<file path="config.mk">
export PLATFORM = sky130hd
export DESIGN_NAME = melody_recall_engine
export DESIGN_NICKNAME = d
export VERILOG_FILES = /design/src/rtl/melody_recall_engine.sv
export SDC_FILE = /design/constraint.sdc
export NUM_CORES = 1
export LEC_CHECK = 0
export BUFFER_PORTS_ARGS = -buffer_cell sky130_fd_sc_hd__buf_2
export CELL_PAD_IN_SITES_DETAIL_PLACEMENT = 1
export CELL_PAD_IN_SITES_GLOBAL_PLACEMENT = 1
export CORE_UTILIZATION = 52
export DETAILED_ROUTE_END_ITERATION = 16
export PLACE_DENSITY_LB_ADDON = 0.1
export SKIP_CTS_REPAIR_TIMING = 1
export SLEW_MARGIN = 20
export SYNTH_ARGS = -nofsm -noshare
export SYNTH_HDL_FRONTEND = slang
export SYNTH_SLANG_ARGS = --single-unit
</file>
<file path="constraint.sdc">
create_clock -name clk -period 7.25 [get_ports clk]
set_input_delay 0 -clock clk [delete_from_list [all_inputs] [get_ports clk]]
set_output_delay 0 -clock clk [all_outputs]
set_load 0.005 [all_outputs]
</file>
<file path="src/rtl/melody_recall_engine.sv">
// Memory-game sequencer: plays a growing prefix of a stored melody on a tick
// schedule, then checks the player's answers note by note.
module melody_recall_engine #(
    parameter int NOTE_W        = 4,
    parameter int MAX_NOTES     = 8,
    parameter int START_LEN     = 3,
    parameter int TICK_DIV      = 5000000,
    parameter int ON_TICKS      = 3,
    parameter int GAP_TICKS     = 1,
    parameter int TIMEOUT_TICKS = 10,
    localparam int IDX_W        = $clog2(MAX_NOTES + 1)
) (
    input  logic              clk,
    input  logic              reset,
    input  logic              load_valid,
    input  logic [NOTE_W-1:0] load_data,
    input  logic              seq_clear,
    input  logic              start,
    input  logic              abort,
    input  logic              strict,
    input  logic              ans_valid,
    input  logic [NOTE_W-1:0] ans_data,
    output logic [NOTE_W-1:0] note_out,
    output logic              note_active,
    output logic [IDX_W-1:0]  seq_len,
    output logic [IDX_W-1:0]  round_len,
    output logic [7:0]        score,
    output logic [2:0]        state_out,
    output logic              miss,
    output logic              round_pass,
    output logic              game_won,
    output logic              busy
);

    localparam int AW    = $clog2(MAX_NOTES);
    localparam int PS_W  = $clog2(TICK_DIV);
    localparam int TMAX1 = (ON_TICKS > GAP_TICKS) ? ON_TICKS : GAP_TICKS;
    localparam int TMAX  = (TMAX1 > TIMEOUT_TICKS) ? TMAX1 : TIMEOUT_TICKS;
    localparam int TT_W  = $clog2(TMAX + 1);

    typedef enum logic [2:0] {
        S_IDLE     = 3'd0,
        S_PLAY_ON  = 3'd1,
        S_PLAY_GAP = 3'd2,
        S_WAIT_IN  = 3'd3,
        S_FAIL     = 3'd4,
        S_WIN      = 3'd5
    } state_t;

    function automatic logic [7:0] sat_inc(input logic [7:0] v);
        return (v == 8'hFF) ? v : v + 8'd1;
    endfunction

    state_t              state_q, state_d;
    logic [NOTE_W-1:0]   mem [0:MAX_NOTES-1];
    logic [PS_W-1:0]     ps_cnt;
    logic [TT_W-1:0]     tk_cnt;
    logic                tick, tmr_clr, ans_ok;
    logic                on_done, gap_done, to_done, last;
    logic [IDX_W-1:0]    idx_q, idx_d;
    logic                pre_gap_q, pre_gap_d;
    logic [IDX_W-1:0]    round_len_d, seq_len_d;
    logic [7:0]          score_d;
    logic                mem_we;
    logic                miss_d, pass_d, won_d;
    logic [NOTE_W-1:0]   cur_note, note_d;
    logic                active_d;

    assign tick     = (ps_cnt == PS_W'(TICK_DIV - 1));
    assign on_done  = tick && (tk_cnt == TT_W'(ON_TICKS - 1));
    assign gap_done = tick && (tk_cnt == TT_W'(GAP_TICKS - 1));
    assign to_done  = tick && (tk_cnt == TT_W'(TIMEOUT_TICKS - 1));
    assign last     = (idx_q == round_len - IDX_W'(1));
    assign cur_note = mem[idx_q[AW-1:0]];
    assign ans_ok   = (state_q == S_WAIT_IN) && ans_valid && !abort;
    // Timing restarts on every state entry and on every accepted answer.
    assign tmr_clr  = (state_d != state_q) || ans_ok;
    assign state_out = state_q;

    always_ff @(posedge clk or posedge reset) begin
        if (reset) begin
            ps_cnt <= '0;
            tk_cnt <= '0;
        end else if (tmr_clr) begin
            ps_cnt <= '0;
            tk_cnt <= '0;
        end else if (tick) begin
            ps_cnt <= '0;
            tk_cnt <= tk_cnt + TT_W'(1);
        end else begin
            ps_cnt <= ps_cnt + PS_W'(1);
        end
    end

    always_ff @(posedge clk) begin
        if (mem_we)
            mem[seq_len[AW-1:0]] <= load_data;
    end

    always_ff @(posedge clk or posedge reset) begin
        if (reset) begin
            state_q   <= S_IDLE;
            idx_q     <= '0;
            pre_gap_q <= 1'b0;
            seq_len   <= '0;
            round_len <= IDX_W'(START_LEN);
            score     <= '0;
        end else begin
            state_q   <= state_d;
            idx_q     <= idx_d;
            pre_gap_q <= pre_gap_d;
            seq_len   <= seq_len_d;
            round_len <= round_len_d;
            score     <= score_d;
        end
    end

    always_comb begin
        state_d     = state_q;
        idx_d       = idx_q;
        pre_gap_d   = pre_gap_q;
        seq_len_d   = seq_len;
        round_len_d = round_len;
        score_d     = score;
        mem_we      = 1'b0;
        miss_d      = 1'b0;
        pass_d      = 1'b0;
        won_d       = 1'b0;
        if (abort) begin
            state_d   = S_IDLE;
            idx_d     = '0;
            pre_gap_d = 1'b0;
        end else begin
            case (state_q)
                S_IDLE: begin
                    if (start && (seq_len >= IDX_W'(START_LEN))) begin
                        round_len_d = IDX_W'(START_LEN);
                        score_d     = '0;
                        idx_d       = '0;
                        state_d     = S_PLAY_ON;
                    end else if (seq_clear) begin
                        seq_len_d = '0;
                    end else if (load_valid && (seq_len < IDX_W'(MAX_NOTES)) &&
                                 (load_data != '0)) begin
                        mem_we    = 1'b1;
                        seq_len_d = seq_len + IDX_W'(1);
                    end
                end
                S_PLAY_ON: begin
                    if (on_done)
                        state_d = S_PLAY_GAP;
                end
                S_PLAY_GAP: begin
                    if (gap_done) begin
                        // A lead-in gap before a replay must not advance idx.
                        if (pre_gap_q) begin
                            pre_gap_d = 1'b0;
                            state_d   = S_PLAY_ON;
                        end else if (last) begin
                            idx_d   = '0;
                            state_d = S_WAIT_IN;
                        end else begin
                            idx_d   = idx_q + IDX_W'(1);
                            state_d = S_PLAY_ON;
                        end
                    end
                end
                S_WAIT_IN: begin
                    if (ans_valid) begin
                        if (ans_data != cur_note) begin
                            miss_d  = 1'b1;
                            state_d = S_FAIL;
                        end else if (!last) begin
                            idx_d = idx_q + IDX_W'(1);
                        end else begin
                            pass_d  = 1'b1;
                            score_d = sat_inc(score);
                            if (round_len == seq_len) begin
                                won_d   = 1'b1;
                                state_d = S_WIN;
                            end else begin
                                round_len_d = round_len + IDX_W'(1);
                                idx_d       = '0;
                                pre_gap_d   = 1'b1;
                                state_d     = S_PLAY_GAP;
                            end
                        end
                    end else if (to_done) begin
                        miss_d  = 1'b1;
                        state_d = S_FAIL;
                    end
                end
                S_FAIL: begin
                    if (gap_done) begin
                        if (strict) begin
                            round_len_d = IDX_W'(START_LEN);
                            score_d     = '0;
                        end
                        idx_d   = '0;
                        state_d = S_PLAY_ON;
                    end
                end
                S_WIN: begin
                    if (start) begin
                        round_len_d = IDX_W'(START_LEN);
                        score_d     = '0;
                        idx_d       = '0;
                        state_d     = S_PLAY_ON;
                    end
                end
                default: state_d = S_IDLE;
            endcase
        end
    end

    // Output values are computed from the next state so they register in step with it.
    always_comb begin
        note_d   = '0;
        active_d = 1'b0;
        if (state_d == S_PLAY_ON) begin
            note_d   = mem[idx_d[AW-1:0]];
            active_d = 1'b1;
        end
    end

    always_ff @(posedge clk or posedge reset) begin
        if (reset) begin
            note_out    <= '0;
            note_active <= 1'b0;
            miss        <= 1'b0;
            round_pass  <= 1'b0;
            game_won    <= 1'b0;
            busy        <= 1'b0;
        end else begin
            note_out    <= note_d;
            note_active <= active_d;
            miss        <= miss_d;
            round_pass  <= pass_d;
            game_won    <= won_d;
            busy        <= (state_d != S_IDLE);
        end
    end

endmodule

</file>
After elaboration in Yosys (flattened, before gate mapping)
Memory sizes are Yosys's and may differ from the RTL's. Cells that the tools add are included.

Add/sub/neg operators: 7. Magnitude comparators: 2. Equal/unequal tests: 33. Mux-type cells: 82. Bitwise logic cells: 2. Reduce and logical (&&, ||, !) cells: 24.

Operators with widths (count): $mux 4 (24); $mux 8 (8); $mux 23 (2); $mux 3 (11); $pmux 8 s4 (1); $mux 1 (30); $ne 3x3->1 const B (9); $add 23x1->23 const B (1); $eq 23x23->1 const B (1); $pmux 4 s5 (1); $reduce_and 10->1 (2); $ne 2x2->1 const B (9); $pmux 3 s6 (1); $add 4x1->4 const B (4); $pmux 4 s4 (1); $reduce_and 9->1 (1); $add 8x1->8 const B (1); $eq 4x4->1 (2); $eq 8x8->1 const B (1); $logic_and 1x1->1 (8); $reduce_bool 4->1 (2); $eq 3x1->1 const B (2); $eq 3x2->1 const B (2); $eq 3x3->1 const B (2); 20 further kinds (24).

Register bits: 60. Memory bits (writable): 32. Input bits: 16. Output and inout bits: 28. Logic and storage cells: 166. Memories: 1.

Memory list: mem (depth 8, width 4, rd ports 2, clocked after Yosys merged registers in 0, write ports 1, line 55) `logic [NOTE_W-1:0] mem [0:MAX_NOTES-1];`.

Logic depth before layout (Yosys ltp)
Depth in word-level cells: 10. Mapped depth: 14. Depth with buffers taken out: 12.

Worst setup path after synthesis
No wires, ideal clock.

Path type: register to register. From: reg round_len[0]. To: reg note_out[0]. Library setup time: 0.120 ns. Data arrival time: 3.140 ns. Required time: 7.130 ns. Slack: 3.989 ns. Stages on the path, launching flop included: 15. Path buffers: 2. Period minus slack after synthesis: 3.261 ns. Cell sequence: dfstp_2 clkbuf_1 inv_1 ha_1 xnor2_1 nor3_1 nand2_1 nor3b_2 a31oi_4 o22a_4 buf_6 mux2_4 a22oi_2 o221ai_1 and4_1.

Word-level cells in the longest chain between the ends: 9. Elaborated cells between the ends (all ways): 24. Those cells by class: 1 x add/sub; 3 x eq/ne; 19 x mux; 1 x memory.

RTL lines: start, declared (line 26) `output logic [IDX_W-1:0] round_len,`; start signal, assigned (line 106) `round_len <= IDX_W'(START_LEN);`; start signal, assigned (line 113) `round_len <= round_len_d;`; $sub 4x1->4 / $eq 4x4->1 (equally long branches) (line 73, 178); $eq 4x4->1, or another cell as far along (line 73) `assign last = (idx_q == round_len - IDX_W'(1));`; $mux 4, or another cell as far along (line 173) `end else if (!last) begin`; $mux 4, or another cell as far along (line 170) `if (ans_data != cur_note) begin`; $mux 4, or another cell as far along (line 169) `if (ans_valid) begin`; $pmux 4 s5 / $pmux 3 s6 (equally long branches) (line 134) `case (state_q)`; $mux 4 / $mux 3 (equally long branches) (line 129) `if (abort) begin`; $mem_v2 8x4 / $eq 3x1->1 (equally long branches); $mux 4 (*) (line 220) `if (state_d == S_PLAY_ON) begin`; via note_d[0] (line 66) `logic [NOTE_W-1:0] cur_note, note_d;`; end signal, assigned (line 235) `note_out <= note_d;`; end, declared (line 23) `output logic [NOTE_W-1:0] note_out,`.

The timed path passes the listed nets; every way through them passes the cells marked *. The select of a mux whose other input is x is not followed. A chain may end at the register's enable or synchronous reset.

Worst setup path in the final report
From: reg idx_q[1]. To: reg note_out[3].

Word-level cells in the longest chain between the ends: 8. Elaborated cells between the ends (all ways): 26. Those cells by class: 1 x add/sub; 3 x eq/ne; 21 x mux; 1 x memory.

RTL lines: start, declared (line 60) `logic [IDX_W-1:0] idx_q, idx_d;`; start signal, assigned (line 110) `idx_q <= idx_d;`; $mem_v2 8x4, or another cell as far along; $ne 4x4->1, or another cell as far along (line 170); $mux 4, or another cell as far along (line 170); $mux 4, or another cell as far along (line 169); $pmux 4 s5 / $pmux 3 s6 (equally long branches) (line 134); $mux 4 / $mux 3 (equally long branches) (line 129); $mem_v2 8x4 / $eq 3x1->1 (equally long branches); $mux 4 (*) (line 220); via note_d[3] (line 66).

Marked as above.

==> impl_results.md <==
* Vias in the first global route at 4,245
* Distinct cells, synth at 80
* CP max-delay cell: dfrtp_1
* Die Width at 101.7 um
* Synth warn at 0
* Crit share post-route at 53.99%
* Synthesized instance count at 480
* CTS max path bufs at 2
* WHS at 0.01656 ns
* Number of antenna violations at the first check in global routing at 0
* Routed vias/inst at 6.123
* Pwr dens at 214.5 nW/um^2
* Async SR Flop Fraction at 65.22%
* Share of cells above drive strength 1 at 16.76%
* P&R area growth vs syn at 9.632%
* Final TNS setup at 0 ns
* Maximum vdd drop at 100.4 uV
* Crit path arrival time at 4.19 ns
* WL final at 13,710 um
* P_leak at 2.415 nW
* CP max stage delay at 0.90 ns
* ANT nets after route at 0
* Worst slew margin at 44.13%
* Synth area leaders: dfrtp_1 28%, edfxtp_1 19%, mux2i_1 4.6%
* Placed cell areas at 5414 um^2
* Post-Syn Area at 5170 um^2
* Worst-path clk slew at 0.09 ns
* Worst Hold Class: input pin to flop
* Top post-synthesis cells by count: 58 x dfrtp_1, 53 x nor2_1, 32 x edfxtp_1, 26 x nand2_1, 24 x mux2i_1
* Compound-Gate Fraction of Synth Area at 10.12%
* Antenna cells at 0
* Worst Path Required at 7.52 ns
* Most common cell in the netlist: dfrtp_1
* Layout Cells excl Fill at 658
* Synth Register Bits at 92
* Row cnt at 36
* Post-Synth Adder-Cell Area at 2.420%
* Post-Synth Simple-Gate Area at 20.18%
* Max FO, Critical Path at 18
* Die Span Y at 101.7 um
* Sequential power share at 52.9%
* Slew Limit Fails at 0
* Dpl hpwl at 10,050 um
* Worst-Skew Late Latency at 0.37 ns
* Switch share at 30.64%
* Synth Area in XOR/XNOR at 7.067%
* Ys flop type: dfrtp_1
* Comb pwr share at 18.3%
* Drt drc at 0
* Die Area at 10,340 um^2
* IO Count at 44
* Final setup vio count at 0
* Dominant cell type by area after synthesis: dfrtp_1
* Gpl congestion at 0.8728
* Final Cell Area at 5668 um^2
* CTS sink count at 92
* Max-Cap Viols at 0
* F_max at 255.5 MHz
* Startpoint Class: flop
* Placed cell count at 636
* Grt ovf at 0
* Clock root buffer: clkbuf_8
* Crit. End Element: flop
* Largest net degree at the start of global routing at 61
* Critical-path cell list: mux2i_1 > mux4_1 > xor2_1 > nand4_1 > o21ai_2 > o22a_4 > mux2_2 > a22oi_1 > o221ai_1 > and4_1
* Initial core utilization at 53.39%
* Sequential element share of the synthesized area at 47.68%
* Gr usage total at 28.73%
* Layout net count at 546
* DR pass1 iterations at 4
* Syn nets at 506
* Total CTS buffers at 9
* Proportion of netlist area held by the largest area contributor at 28.07%
* Crit path max-delay family: multiplexers
* # fillers at 1,077
* Number of synthesized flops with an enable pin at 32
* Critical path type: flop to flop
* RSZ-0062 raised after global routing: no
* Power Internal at 0.8432 mW
* Min cycle time layout at 3.914 ns
* I/O Buffers at 43
* Net Switching at 0.3725 mW
* 1st-iter DRT viols at 194
* CTS tree: built
* Main combinational cell family by area after synthesis: simple AND/OR/NAND/NOR gates
* Via count at 4,029
* CTS H-Tree Depth at 3
* Synth Area per Inst at 10.77 um^2
* Clk_skew at 0.009767 ns
* Worst-Margin Slew at 0.8380 ns
* Routed len/inst at 20.84 um
* Outcome: complete, no violations
* Mux cell area share after synthesis at 8.349%
* First-pass GRT wire length at 22,230 um
* Final hold vios at 0
* Core Area at 9684 um^2
* Buf/Inv on CP at 0
* Clock share of power at 28.8%
==> cell type report <==
| cell class | count | area [um^2] | area share, % |
|---|---|---|---|
| sequential | 92 | 2465 | 43.49 |
| multi-input combinational | 348 | 2489 | 43.91 |
| clock inverter | 5 | 62.56 | 1.104 |
| tap | 133 | 166.4 | 2.936 |
| timing repair buffer | 50 | 282.8 | 4.989 |
| clock buffer | 11 | 131.4 | 2.318 |
| inverter | 19 | 71.32 | 1.258 |
==> tightest hold or removal path, stage by stage <==
cell and delay [ns]:
buf_2 0.16, a21oi_1 0.14, nor3_1 0.05
==> logic make-up (layout without fill, tap and decap cells) <==
logic type / Yosys count / after routing
adders and majority gates: 10 / 10
muxes: 34 / 34
and+or+nand+nor: 191 / 191
AOI/OAI and AO/OA: 73 / 73
buffers and inverters: 40 / 85
DFF: 92 / 92
xor gates and xnor gates: 40 / 40
==> per-layer routing <==
metal	part of all wire, %	track usage [%]	vias up
met5	0	0	-
met2	50	47.51	112
met4	1.9	11.26	0
li1	-	-	1832
met1	44	37.66	2065
met3	4.4	4.969	20
==> power by group through the flow <==
| stage | registers, mW | logic [mW] | clock network [mW] |
|---|---|---|---|
| 2_1_floorplan | 0.632 | 0.166 | 0 |
| 3_3_place_gp | 0.649 | 0.209 | 0 |
| 3_5_place_dp | 0.652 | 0.219 | 0 |
| 4_1_cts | 0.642 | 0.221 | 0.358 |
| 5_1_grt | 0.651 | 0.248 | 0.374 |
| 6_report | 0.643 | 0.223 | 0.350 |
==> registers in the layout, indices dropped and copies added, names as in the netlist, 3 cells and up <==
register / count
mem: 32
score: 8
ps_cnt: 23
seq_len: 4
state_out: 3
idx_q: 4
note_out: 4
round_len: 4
tk_cnt: 4
==> metrics by stage <==
stage / worst slack (ns) / power [mW] / utilization, %
after floorplan: 3.990 / 0.7976 / -
after detailed placement: 3.360 / 0.8716 / 55.90
after global routing: 3.186 / 1.273 / 58.53
after global placement: 3.500 / 0.8573 / 55.90
after CTS: 3.351 / 1.221 / 57.91
final: 3.336 / 1.216 / 58.53
==> layout by cell type, fill, tap and decap left out, types with 5 or more instances in the layout <==
| cell type | netlist | routed |
|---|---|---|
| clkbuf_8 | 2 | 9 |
| nor3_1 | 22 | 22 |
| mux2i_1 | 24 | 24 |
| ha_1 | 10 | 10 |
| inv_1 | 19 | 18 |
| nand3_1 | 19 | 19 |
| xnor2_1 | 16 | 16 |
| nor2_1 | 53 | 53 |
| nand2_1 | 26 | 26 |
| o21ai_0 | 22 | 21 |
| nand4_1 | 10 | 10 |
| edfxtp_1 | 32 | 32 |
| dlygate4sd3_1 | 0 | 6 |
| and3_1 | 10 | 10 |
| nor4_1 | 6 | 6 |
| dfrtp_1 | 58 | 58 |
| xor2_1 | 23 | 23 |
| nand2b_1 | 10 | 10 |
| a21oi_1 | 12 | 12 |
| buf_2 | 4 | 43 |
| mux4_1 | 5 | 5 |
==> worst paths after layout <==
path,from,to,slack (ns),cells past startpoint
setup reg to reg,idx_q[1],note_out[3],3.34,10
hold reg to reg,ps_cnt[0],ps_cnt[0],0.51,1
hold / removal,ans_valid,miss,0.02,3
min in group asynchronous,reset,tk_cnt[2],0.42,4
setup / recovery,idx_q[1],note_out[3],3.34,10
max in group asynchronous,reset,score[5],6.30,4
Power figures use the tool's default switching activity.
